--- config.mk ---
export PLATFORM = sky130hd
export DESIGN_NAME = amo_reg_sequencer_flat
export DESIGN_NICKNAME = d
export VERILOG_FILES = /design/src/rtl/amo_reg_sequencer_if.sv /design/src/rtl/amo_reg_sequencer.sv /design/src/flat_wrapper.sv
export SDC_FILE = /design/constraint.sdc
export NUM_CORES = 1
export LEC_CHECK = 0
export CORE_ASPECT_RATIO = 1.2
export CORE_UTILIZATION = 45
export DETAILED_ROUTE_END_ITERATION = 12
export PLACE_DENSITY = 0.66
export SLEW_MARGIN = 20
export SYNTH_ARGS = -nofsm -noshare
export SYNTH_HDL_FRONTEND = slang
export SYNTH_SLANG_ARGS = --single-unit
--- constraint.sdc ---
create_clock -name clk -period 7.9 [get_ports clk]
set_clock_uncertainty 0.15 [all_clocks]
set_input_delay 1.58 -clock clk [delete_from_list [all_inputs] [get_ports clk]]
set_output_delay 1.58 -clock clk [all_outputs]
set_load 0.01 [all_outputs]
--- src/rtl/amo_reg_sequencer_if.sv ---
// Port bundle between the atomic read-modify-write sequencer and its environment:
// the request/completion handshake from decode plus the register-file port set.
// master = environment (decode stage + register file), slave = the sequencer.
interface amo_reg_sequencer_if #(
  parameter int DATA_WIDTH = 32,
  parameter int ADDR_WIDTH = 5
);
  // request side
  logic                  req_valid;
  logic                  req_ready;
  logic [3:0]            req_op;
  logic [ADDR_WIDTH-1:0] req_rs1;
  logic [ADDR_WIDTH-1:0] req_rs2;
  logic [ADDR_WIDTH-1:0] req_rd;
  // register file side
  logic [ADDR_WIDTH-1:0] read_reg1;
  logic [ADDR_WIDTH-1:0] read_reg2;
  logic [ADDR_WIDTH-1:0] write_reg;
  logic [DATA_WIDTH-1:0] write_data;
  logic                  reg_write;
  logic [DATA_WIDTH-1:0] read_data1;
  logic [DATA_WIDTH-1:0] read_data2;
  logic [DATA_WIDTH-1:0] read_data3;
  // status / completion
  logic                  busy;
  logic                  done_valid;
  logic [DATA_WIDTH-1:0] done_result;
  logic                  done_err;

  modport master (
    output req_valid, req_op, req_rs1, req_rs2, req_rd,
    output read_data1, read_data2, read_data3,
    input  req_ready, read_reg1, read_reg2, write_reg, write_data, reg_write,
    input  busy, done_valid, done_result, done_err
  );

  modport slave (
    input  req_valid, req_op, req_rs1, req_rs2, req_rd,
    input  read_data1, read_data2, read_data3,
    output req_ready, read_reg1, read_reg2, write_reg, write_data, reg_write,
    output busy, done_valid, done_result, done_err
  );
endinterface

--- src/rtl/amo_reg_sequencer.sv ---
// Atomic read-modify-write sequencer on the register-file port set.
// One request runs IDLE->READ->EXEC->WRITE->DONE; operands are sampled in READ,
// the new value is committed by a single-cycle reg_write in WRITE, and the old
// value of rd is reported with a one-cycle done_valid pulse in DONE.
module amo_reg_sequencer #(
  parameter int DATA_WIDTH         = 32,
  parameter int ADDR_WIDTH         = 5,
  parameter bit ZERO_REG_HARDWIRED = 1'b1
) (
  input  logic              clk,
  input  logic              reset,
  amo_reg_sequencer_if.slave bus
);

  typedef enum logic [2:0] {
    S_IDLE  = 3'd0,
    S_READ  = 3'd1,
    S_EXEC  = 3'd2,
    S_WRITE = 3'd3,
    S_DONE  = 3'd4
  } state_t;

  state_t                state_q;
  logic [3:0]            op_q;
  logic [ADDR_WIDTH-1:0] rs1_q;
  logic [ADDR_WIDTH-1:0] rs2_q;
  logic [ADDR_WIDTH-1:0] rd_q;
  logic [DATA_WIDTH-1:0] cmp_q;
  logic [DATA_WIDTH-1:0] src_q;
  logic [DATA_WIDTH-1:0] old_q;
  logic [DATA_WIDTH-1:0] new_q;
  logic                  err_q;
  logic                  reg_write_q;
  logic                  done_valid_q;
  logic [DATA_WIDTH-1:0] done_result_q;
  logic                  done_err_q;

  logic [DATA_WIDTH-1:0] new_d;
  logic                  we_d;
  logic                  err_d;
  logic                  rd_is_zero_d;
  logic                  we_final_d;

  // Operation decode: new value, write enable and illegal-op flag from sampled operands.
  always_comb begin
    new_d = src_q;
    we_d  = 1'b1;
    err_d = 1'b0;
    case (op_q)
      4'd0:    new_d = src_q;
      4'd1:    new_d = old_q + src_q;
      4'd2:    new_d = old_q & src_q;
      4'd3:    new_d = old_q | src_q;
      4'd4:    new_d = old_q ^ src_q;
      4'd5:    new_d = ($signed(old_q) < $signed(src_q)) ? old_q : src_q;
      4'd6:    new_d = ($signed(old_q) > $signed(src_q)) ? old_q : src_q;
      4'd7:    new_d = (old_q < src_q) ? old_q : src_q;
      4'd8:    new_d = (old_q > src_q) ? old_q : src_q;
      4'd9: begin
        new_d = src_q;
        we_d  = (old_q == cmp_q);
      end
      default: begin
        new_d = old_q;
        we_d  = 1'b0;
        err_d = 1'b1;
      end
    endcase
  end

  // Writes to r0 are dropped when r0 is hardwired; the result is still reported.
  assign rd_is_zero_d = ZERO_REG_HARDWIRED && (rd_q == {ADDR_WIDTH{1'b0}});
  assign we_final_d   = we_d && !rd_is_zero_d;

  // Sequencer FSM with all datapath and output registers.
  always_ff @(posedge clk or posedge reset) begin
    if (reset) begin
      state_q       <= S_IDLE;
      op_q          <= 4'd0;
      rs1_q         <= {ADDR_WIDTH{1'b0}};
      rs2_q         <= {ADDR_WIDTH{1'b0}};
      rd_q          <= {ADDR_WIDTH{1'b0}};
      cmp_q         <= {DATA_WIDTH{1'b0}};
      src_q         <= {DATA_WIDTH{1'b0}};
      old_q         <= {DATA_WIDTH{1'b0}};
      new_q         <= {DATA_WIDTH{1'b0}};
      err_q         <= 1'b0;
      reg_write_q   <= 1'b0;
      done_valid_q  <= 1'b0;
      done_result_q <= {DATA_WIDTH{1'b0}};
      done_err_q    <= 1'b0;
    end else begin
      case (state_q)
        S_IDLE: begin
          if (bus.req_valid) begin
            op_q    <= bus.req_op;
            rs1_q   <= bus.req_rs1;
            rs2_q   <= bus.req_rs2;
            rd_q    <= bus.req_rd;
            state_q <= S_READ;
          end
        end
        S_READ: begin
          cmp_q   <= bus.read_data1;
          src_q   <= bus.read_data2;
          old_q   <= bus.read_data3;
          state_q <= S_EXEC;
        end
        S_EXEC: begin
          new_q       <= new_d;
          err_q       <= err_d;
          reg_write_q <= we_final_d;
          state_q     <= S_WRITE;
        end
        S_WRITE: begin
          reg_write_q   <= 1'b0;
          done_valid_q  <= 1'b1;
          done_result_q <= old_q;
          done_err_q    <= err_q;
          state_q       <= S_DONE;
        end
        S_DONE: begin
          done_valid_q <= 1'b0;
          state_q      <= S_IDLE;
        end
        default: begin
          reg_write_q  <= 1'b0;
          done_valid_q <= 1'b0;
          state_q      <= S_IDLE;
        end
      endcase
    end
  end

  assign bus.req_ready   = (state_q == S_IDLE) && !reset;
  assign bus.busy        = (state_q != S_IDLE);
  assign bus.read_reg1   = rs1_q;
  assign bus.read_reg2   = rs2_q;
  assign bus.write_reg   = rd_q;
  assign bus.write_data  = new_q;
  assign bus.reg_write   = reg_write_q;
  assign bus.done_valid  = done_valid_q;
  assign bus.done_result = done_result_q;
  assign bus.done_err    = done_err_q;

endmodule
--- src/flat_wrapper.sv ---
// flat-port wrapper written by rule: the top's interface ports become plain ports
module amo_reg_sequencer_flat 
#(
  parameter int DATA_WIDTH         = 32,
  parameter int ADDR_WIDTH         = 5,
  parameter bit ZERO_REG_HARDWIRED = 1'b1
)
  (clk, reset, bus_req_valid, bus_req_op, bus_req_rs1, bus_req_rs2, bus_req_rd, bus_read_data1, bus_read_data2, bus_read_data3, bus_req_ready, bus_read_reg1, bus_read_reg2, bus_write_reg, bus_write_data, bus_reg_write, bus_busy, bus_done_valid, bus_done_result, bus_done_err);
  amo_reg_sequencer_if #(.DATA_WIDTH(DATA_WIDTH), .ADDR_WIDTH(ADDR_WIDTH)) bus_i ();
  input  logic clk;
  input  logic reset;
  input wire logic [$bits(bus_i.req_valid)-1:0] bus_req_valid;
  input wire logic [$bits(bus_i.req_op)-1:0] bus_req_op;
  input wire logic [$bits(bus_i.req_rs1)-1:0] bus_req_rs1;
  input wire logic [$bits(bus_i.req_rs2)-1:0] bus_req_rs2;
  input wire logic [$bits(bus_i.req_rd)-1:0] bus_req_rd;
  input wire logic [$bits(bus_i.read_data1)-1:0] bus_read_data1;
  input wire logic [$bits(bus_i.read_data2)-1:0] bus_read_data2;
  input wire logic [$bits(bus_i.read_data3)-1:0] bus_read_data3;
  output wire logic [$bits(bus_i.req_ready)-1:0] bus_req_ready;
  output wire logic [$bits(bus_i.read_reg1)-1:0] bus_read_reg1;
  output wire logic [$bits(bus_i.read_reg2)-1:0] bus_read_reg2;
  output wire logic [$bits(bus_i.write_reg)-1:0] bus_write_reg;
  output wire logic [$bits(bus_i.write_data)-1:0] bus_write_data;
  output wire logic [$bits(bus_i.reg_write)-1:0] bus_reg_write;
  output wire logic [$bits(bus_i.busy)-1:0] bus_busy;
  output wire logic [$bits(bus_i.done_valid)-1:0] bus_done_valid;
  output wire logic [$bits(bus_i.done_result)-1:0] bus_done_result;
  output wire logic [$bits(bus_i.done_err)-1:0] bus_done_err;
  assign bus_i.req_valid = bus_req_valid;
  assign bus_i.req_op = bus_req_op;
  assign bus_i.req_rs1 = bus_req_rs1;
  assign bus_i.req_rs2 = bus_req_rs2;
  assign bus_i.req_rd = bus_req_rd;
  assign bus_i.read_data1 = bus_read_data1;
  assign bus_i.read_data2 = bus_read_data2;
  assign bus_i.read_data3 = bus_read_data3;
  assign bus_req_ready = bus_i.req_ready;
  assign bus_read_reg1 = bus_i.read_reg1;
  assign bus_read_reg2 = bus_i.read_reg2;
  assign bus_write_reg = bus_i.write_reg;
  assign bus_write_data = bus_i.write_data;
  assign bus_reg_write = bus_i.reg_write;
  assign bus_busy = bus_i.busy;
  assign bus_done_valid = bus_i.done_valid;
  assign bus_done_result = bus_i.done_result;
  assign bus_done_err = bus_i.done_err;
  amo_reg_sequencer #(.DATA_WIDTH(DATA_WIDTH), .ADDR_WIDTH(ADDR_WIDTH), .ZERO_REG_HARDWIRED(ZERO_REG_HARDWIRED)) u_core (.clk(clk), .reset(reset), .bus(bus_i));
endmodule
==> Yosys cells after proc, flatten, opt, wreduce, memory -nomap -nowiden <==
Cells that the tools add are included.
{ "word_totals": {"register_bits": 186, "out_inout_bits": 84} }
{ "op_classes": {"n_addsub": 1, "n_lt_le_gt_ge": 4, "eq_ne": 15, "muxes": 11, "n_bitwise": 3, "reduce_logical": 14} }
{ "op_table": {"columns": ["op", "n"], "rows": [
  ["$pmux W32 S9", 1],
  ["$mux W32", 4],
  ["$gt A32 B32 Y1", 2],
  ["$lt A32 B32 Y1", 2],
  ["$add A32 B32 Y32", 1],
  ["$and A32 B32 Y32", 1],
  ["$eq A32 B32 Y1", 1],
  ["$or A32 B32 Y32", 1],
  ["$xor A32 B32 Y32", 1],
  ["$eq A4 B3 Y1 const B", 4],
  ["$pmux W3 S4", 1],
  ["$reduce_or A10 Y1", 1],
  ["$reduce_or A9 Y1", 1],
  ["$eq A4 B2 Y1 const B", 2],
  ["$eq A4 B4 Y1 const B", 2],
  ["$eq A3 B2 Y1 const B", 2],
  ["$pmux W1 S2", 3],
  ["$reduce_or A3 Y1", 2],
  ["$logic_not A5 Y1", 1],
  ["$eq A4 B1 Y1 const B", 1],
  ["$logic_not A4 Y1", 1],
  ["$eq A3 B1 Y1 const B", 1],
  ["$eq A3 B3 Y1 const B", 1],
  ["$logic_not A3 Y1", 1],
  ["8 further kinds", 10]
]} }

==> Depth between registers and ports, before layout <==
{ "depth": {"ltp_word": 5, "ltp_mapped": 14, "mapped_depth_nobuf": 11} }

==> Worst setup path before layout <==
Ideal clock, no wire load.
{ "synth_path": {"kind": "reg2reg", "from": "register u_core.old_q[17]", "to": "register u_core.new_q[27] (netlist: u_core.bus.write_data[27])", "setup_ns": 0.129, "arrival_ns": 3.275, "t_required_ns": 7.621, "slack_ns": 4.347, "path_stages_with_launch": 15, "cell_sequence": "dfrtp_1 -> inv_1 -> ha_1 -> buf_2 -> nor2b_1 -> o211ai_1 -> a21oi_1 -> or4_1 -> nor2_2 -> mux2_4 -> or3_1 -> buf_2 -> buf_6 -> a221oi_2 -> a21oi_1"} }
{ "synth_between": {"elab_chain_cells": 3, "word_cells_on_any_way": 10} }
{ "synth_rtl": {"columns": ["element", "line", "rtl"], "rows": [
  ["from (decl)", "amo_reg_sequencer.sv:30", "logic [DATA_WIDTH-1:0] old_q;"],
  ["from (signal assigned)", "amo_reg_sequencer.sv:85", "old_q <= {DATA_WIDTH{1'b0}};"],
  ["from (signal assigned)", "amo_reg_sequencer.sv:106", "old_q <= bus.read_data3;"],
  ["$gt A32 B32 Y1, or another cell as far along", "amo_reg_sequencer.sv:58", "4'd8: new_d = (old_q > src_q) ? old_q : src_q;"],
  ["$mux W32 (on tied branches)", null, null],
  ["$pmux W32 S9 (*)", "amo_reg_sequencer.sv:49", "case (op_q)"],
  ["to (signal assigned)", "amo_reg_sequencer.sv:86", "new_q <= {DATA_WIDTH{1'b0}};"],
  ["to (signal assigned)", "amo_reg_sequencer.sv:110", "new_q <= new_d;"],
  ["to (decl)", "amo_reg_sequencer.sv:31", "logic [DATA_WIDTH-1:0] new_q;"]
]} }
Every way passes the cells marked *; elsewhere a longest branch is shown, timed or not.
A chain may end at the register's enable or synchronous reset.

==> Final worst setup path <==
{ "layout_path": {"from": "register u_core.old_q[13]", "to": "register u_core.new_q[20] (netlist: u_core.bus.write_data[20])"} }
The elaborated chain is that of the path after synthesis.

==> qor.txt <==
Status -> finished clean
Worst endpoint data arrival time -> 5.07 ns
Die height -> 180 µm
Nets -> 1690
Total CTS buffers -> 17
Post-Layout Cell Count -> 1817
Largest net degree at the start of global routing -> 123
Switching share of total power -> 48.9%
P&R area growth vs syn -> 24.1%
Drt pass-1 iters -> 5
Critical path class -> flip-flop to flip-flop
Worst Max-Slew Pin Slew -> 1.00 ns
Vias in the first global route -> 10600
Layout cell share with drive strength beyond 1 -> 9.28%
Critical Path Fanout Max -> 23
Wire per inst -> 21.1 µm
Avg Synthesized Cell Area -> 9.08 µm²
Syn_nets -> 1525
Dpl hpwl -> 27500 µm
Row count -> 64
Initial antenna violation count -> 1
Clk slew on worst S/H paths -> 0.07 ns
Setup ws final -> 3.00 ns
PostCTS Resize Cnt -> 0
Fin. Hold Viols -> 0
CORE AREA -> 0.0257 mm²
Pre-CTS setup slack -> 3.17 ns
Switching power -> 3520 µW
Endpoints failing setup -> 0
Ports -> 202
Final TNS setup -> 0 ns
Placed Cells -> 1786
Max_cap viols -> 0
Die Wd -> 150 µm
PortBufs -> 201
Post CTS Setup Buffer Count -> 0
Worst hold margin -> 0.326 ns
R2R setup slack -> 3.00 ns
Tcrit/Tclk final -> 62.1%
Worst hold path class -> flip-flop to flip-flop
Fin. max-slew vios -> 0
Slew margin rel. -> 32.8%
Internal power -> 3680 µW
PwrDens -> 488 mW/mm²
Initial DRC Count -> 837
Grt ovf -> 0
Starting density of the core -> 46.3%
GP Congestion -> 0.919
Global-route wire length before repair -> 59600 µm
WL final -> 38300 µm
Synth Warn # -> 0
Reg power frac -> 26.5%
Top_reg_cell synth -> dfrtp_1
Yosys cell types -> 75
Antenna viol nets, final -> 0
Worst Setup End Kind -> flip-flop
H-tree level count -> 4
Post-synth EDFFs -> 0
Vias per Instance -> 5.87
Clock power share -> 12.3%
Antenna cells -> 0
Pleak -> 0.00632 µW
#FFs+latches synth -> 186
GR Util All Layers -> 29.0%
Clk buf depth -> 2
Sequential element share of the synthesized area -> 39.1%
Crit path required time -> 8.07 ns
Comb power frac -> 61.2%
RSZ-0062 raised after global routing -> false
Clk_lat worst skew -> 0.45 ns
Hold Buf Count CTS -> 0
Routed via count -> 10700
Crit path launch type -> flip-flop
Synth Cell Area -> 0.0119 mm²
F_max -> 0.204 GHz
DRC -> 0
Total die area -> 0.0271 mm²
Clk sinks -> 186
Peak supply drop -> 247 µV
Root Buffer -> clkbuf_16
Synth async-reset ratio -> 100%
Syn Inst Count -> 1310
# fillers -> 2328
CTS tree -> built
Final worst path period need -> 4.90 ns
[cell families (layout without fill, tap and decap cells)]
kind of cell | Yosys count | after routing | synth area share [%]
xor gates and xnor gates | 40 | 40 | 2.94
adders and majority gates | 97 | 97 | 10.3
DFF | 186 | 186 | 39.1
and+or+nand+nor | 355 | 355 | 14.4
muxes | 55 | 55 | 5.20
buffers and inverters | 162 | 339 | 5.48
AOI/OAI and AO/OA | 415 | 415 | 22.6
[synthesized netlist by cell type, types with 6 or more instances]
| master | number | area [µm²] |
|---|---|---|
| dfrtp_1 | 186 | 4650 |
| o21ai_0 | 156 | 781 |
| nand2_1 | 154 | 578 |
| ha_1 | 96 | 1200 |
| inv_1 | 86 | 323 |
| a21oi_1 | 74 | 370 |
| nor2_1 | 69 | 259 |
| mux2_2 | 51 | 574 |
| clkbuf_1 | 50 | 188 |
| xnor2_1 | 27 | 236 |
| o22ai_1 | 23 | 144 |
| nor3_1 | 19 | 95.1 |
| nand3_1 | 18 | 90.1 |
| o211ai_1 | 18 | 135 |
| a31oi_1 | 16 | 100 |
| a211oi_1 | 15 | 113 |
| a221oi_1 | 15 | 131 |
| a21o_1 | 13 | 97.6 |
| nor4_1 | 13 | 81.3 |
| xor2_1 | 13 | 114 |
| buf_2 | 11 | 55.1 |
| nand2b_1 | 10 | 62.6 |
| nand4_1 | 10 | 62.6 |
| a221oi_2 | 9 | 135 |
| nor2b_1 | 9 | 56.3 |
| o221ai_1 | 9 | 78.8 |
| nand3b_1 | 8 | 60.1 |
| o31ai_1 | 8 | 60.1 |
| a221o_1 | 7 | 70.1 |
| and3_1 | 7 | 43.8 |
| o21bai_1 | 7 | 52.6 |
| or3_1 | 7 | 43.8 |
| a22oi_1 | 6 | 45.0 |
| and2_1 | 6 | 37.5 |
| buf_1 | 6 | 22.5 |
| nor3b_1 | 6 | 45.0 |
| o2111ai_1 | 6 | 52.6 |
[cells in the final DEF (no fill, tap or decap), types with 8 or more instances in the layout]
| master | count |
|---|---|
| a211oi_1 | 15 |
| a21o_1 | 13 |
| a21oi_1 | 74 |
| a221oi_1 | 15 |
| a221oi_2 | 9 |
| a31oi_1 | 16 |
| buf_4 | 19 |
| clkbuf_16 | 17 |
| clkdlybuf4s50_1 | 201 |
| dfrtp_1 | 186 |
| ha_1 | 96 |
| inv_1 | 85 |
| mux2_2 | 51 |
| nand2_1 | 154 |
| nand2b_1 | 10 |
| nand3_1 | 17 |
| nand3b_1 | 8 |
| nand4_1 | 10 |
| nor2_1 | 68 |
| nor2b_1 | 9 |
| nor3_1 | 19 |
| nor4_1 | 13 |
| o211ai_1 | 18 |
| o21ai_0 | 156 |
| o221ai_1 | 9 |
| o22ai_1 | 23 |
| o31ai_1 | 8 |
| xnor2_1 | 27 |
| xor2_1 | 13 |
[through the flow]
step	cell area (µm²)	power [µW]	utilization [%]
detailed placement	14200	6240	55.1
floorplan	11900	4690	-
global placement	14200	6220	55.1
global route	14800	7700	57.5
finish	14800	7200	57.5
CTS	14800	7170	57.4
[per-layer routing]
metal	vias to the layer above	GRT usage, %	wire [µm]
li1	5012	-	-
met1	5156	37.9	16300
met2	420	45.9	17700
met3	83	5.62	2810
met4	2	13.5	1510
met5	-	0	10
[worst paths after layout]
kind                                             endpoint                 startpoint  cells past startpoint
min in group asynchronous         u_core.bus.write_reg[4]                      reset                      2
worst max-delay path            u_core.bus.write_data[20]           u_core.old_q[13]                     11
max in group asynchronous       u_core.bus.done_result[6]                      reset                      3
worst min register to register  u_core.bus.done_result[9]  u_core.bus.done_result[9]                      2
worst min-delay path            u_core.bus.done_result[9]  u_core.bus.done_result[9]                      2
worst max register to register  u_core.bus.write_data[20]           u_core.old_q[13]                     11
[final cells by class]
cell class                 count  area, µm²  area share (%)
multi-input combinational    962       6620            44.8
sequential                   186       4650            31.5
timing repair buffer         220       2150            14.6
clock buffer                  21        470            3.19
tap                          330        413            2.80
inverter                      88        338            2.29
clock inverter                10        119           0.805
[power by group through the flow]
| stage | clock network [µW] | logic [µW] | registers, µW |
|---|---|---|---|
| 2_1_floorplan | 0 | 2830 | 1860 |
| 3_3_place_gp | 0 | 4310 | 1900 |
| 3_5_place_dp | 0 | 4330 | 1910 |
| 4_1_cts | 906 | 4370 | 1900 |
| 5_1_grt | 940 | 4790 | 1970 |
| 6_report | 889 | 4410 | 1910 |
[critical path, stage by stage (launching register included)]
cell      delay, ns
dfrtp_1        0.51
inv_1          0.13
ha_1           0.52
nor2_1         0.08
a221oi_1       0.50
o221ai_2       0.19
o31ai_2        0.33
nand2_1        0.26
a21oi_1        0.59
nand3_2        0.85
a221oi_1       0.55
a21oi_1        0.12
Note: power is estimated with default switching activity, not from simulation.
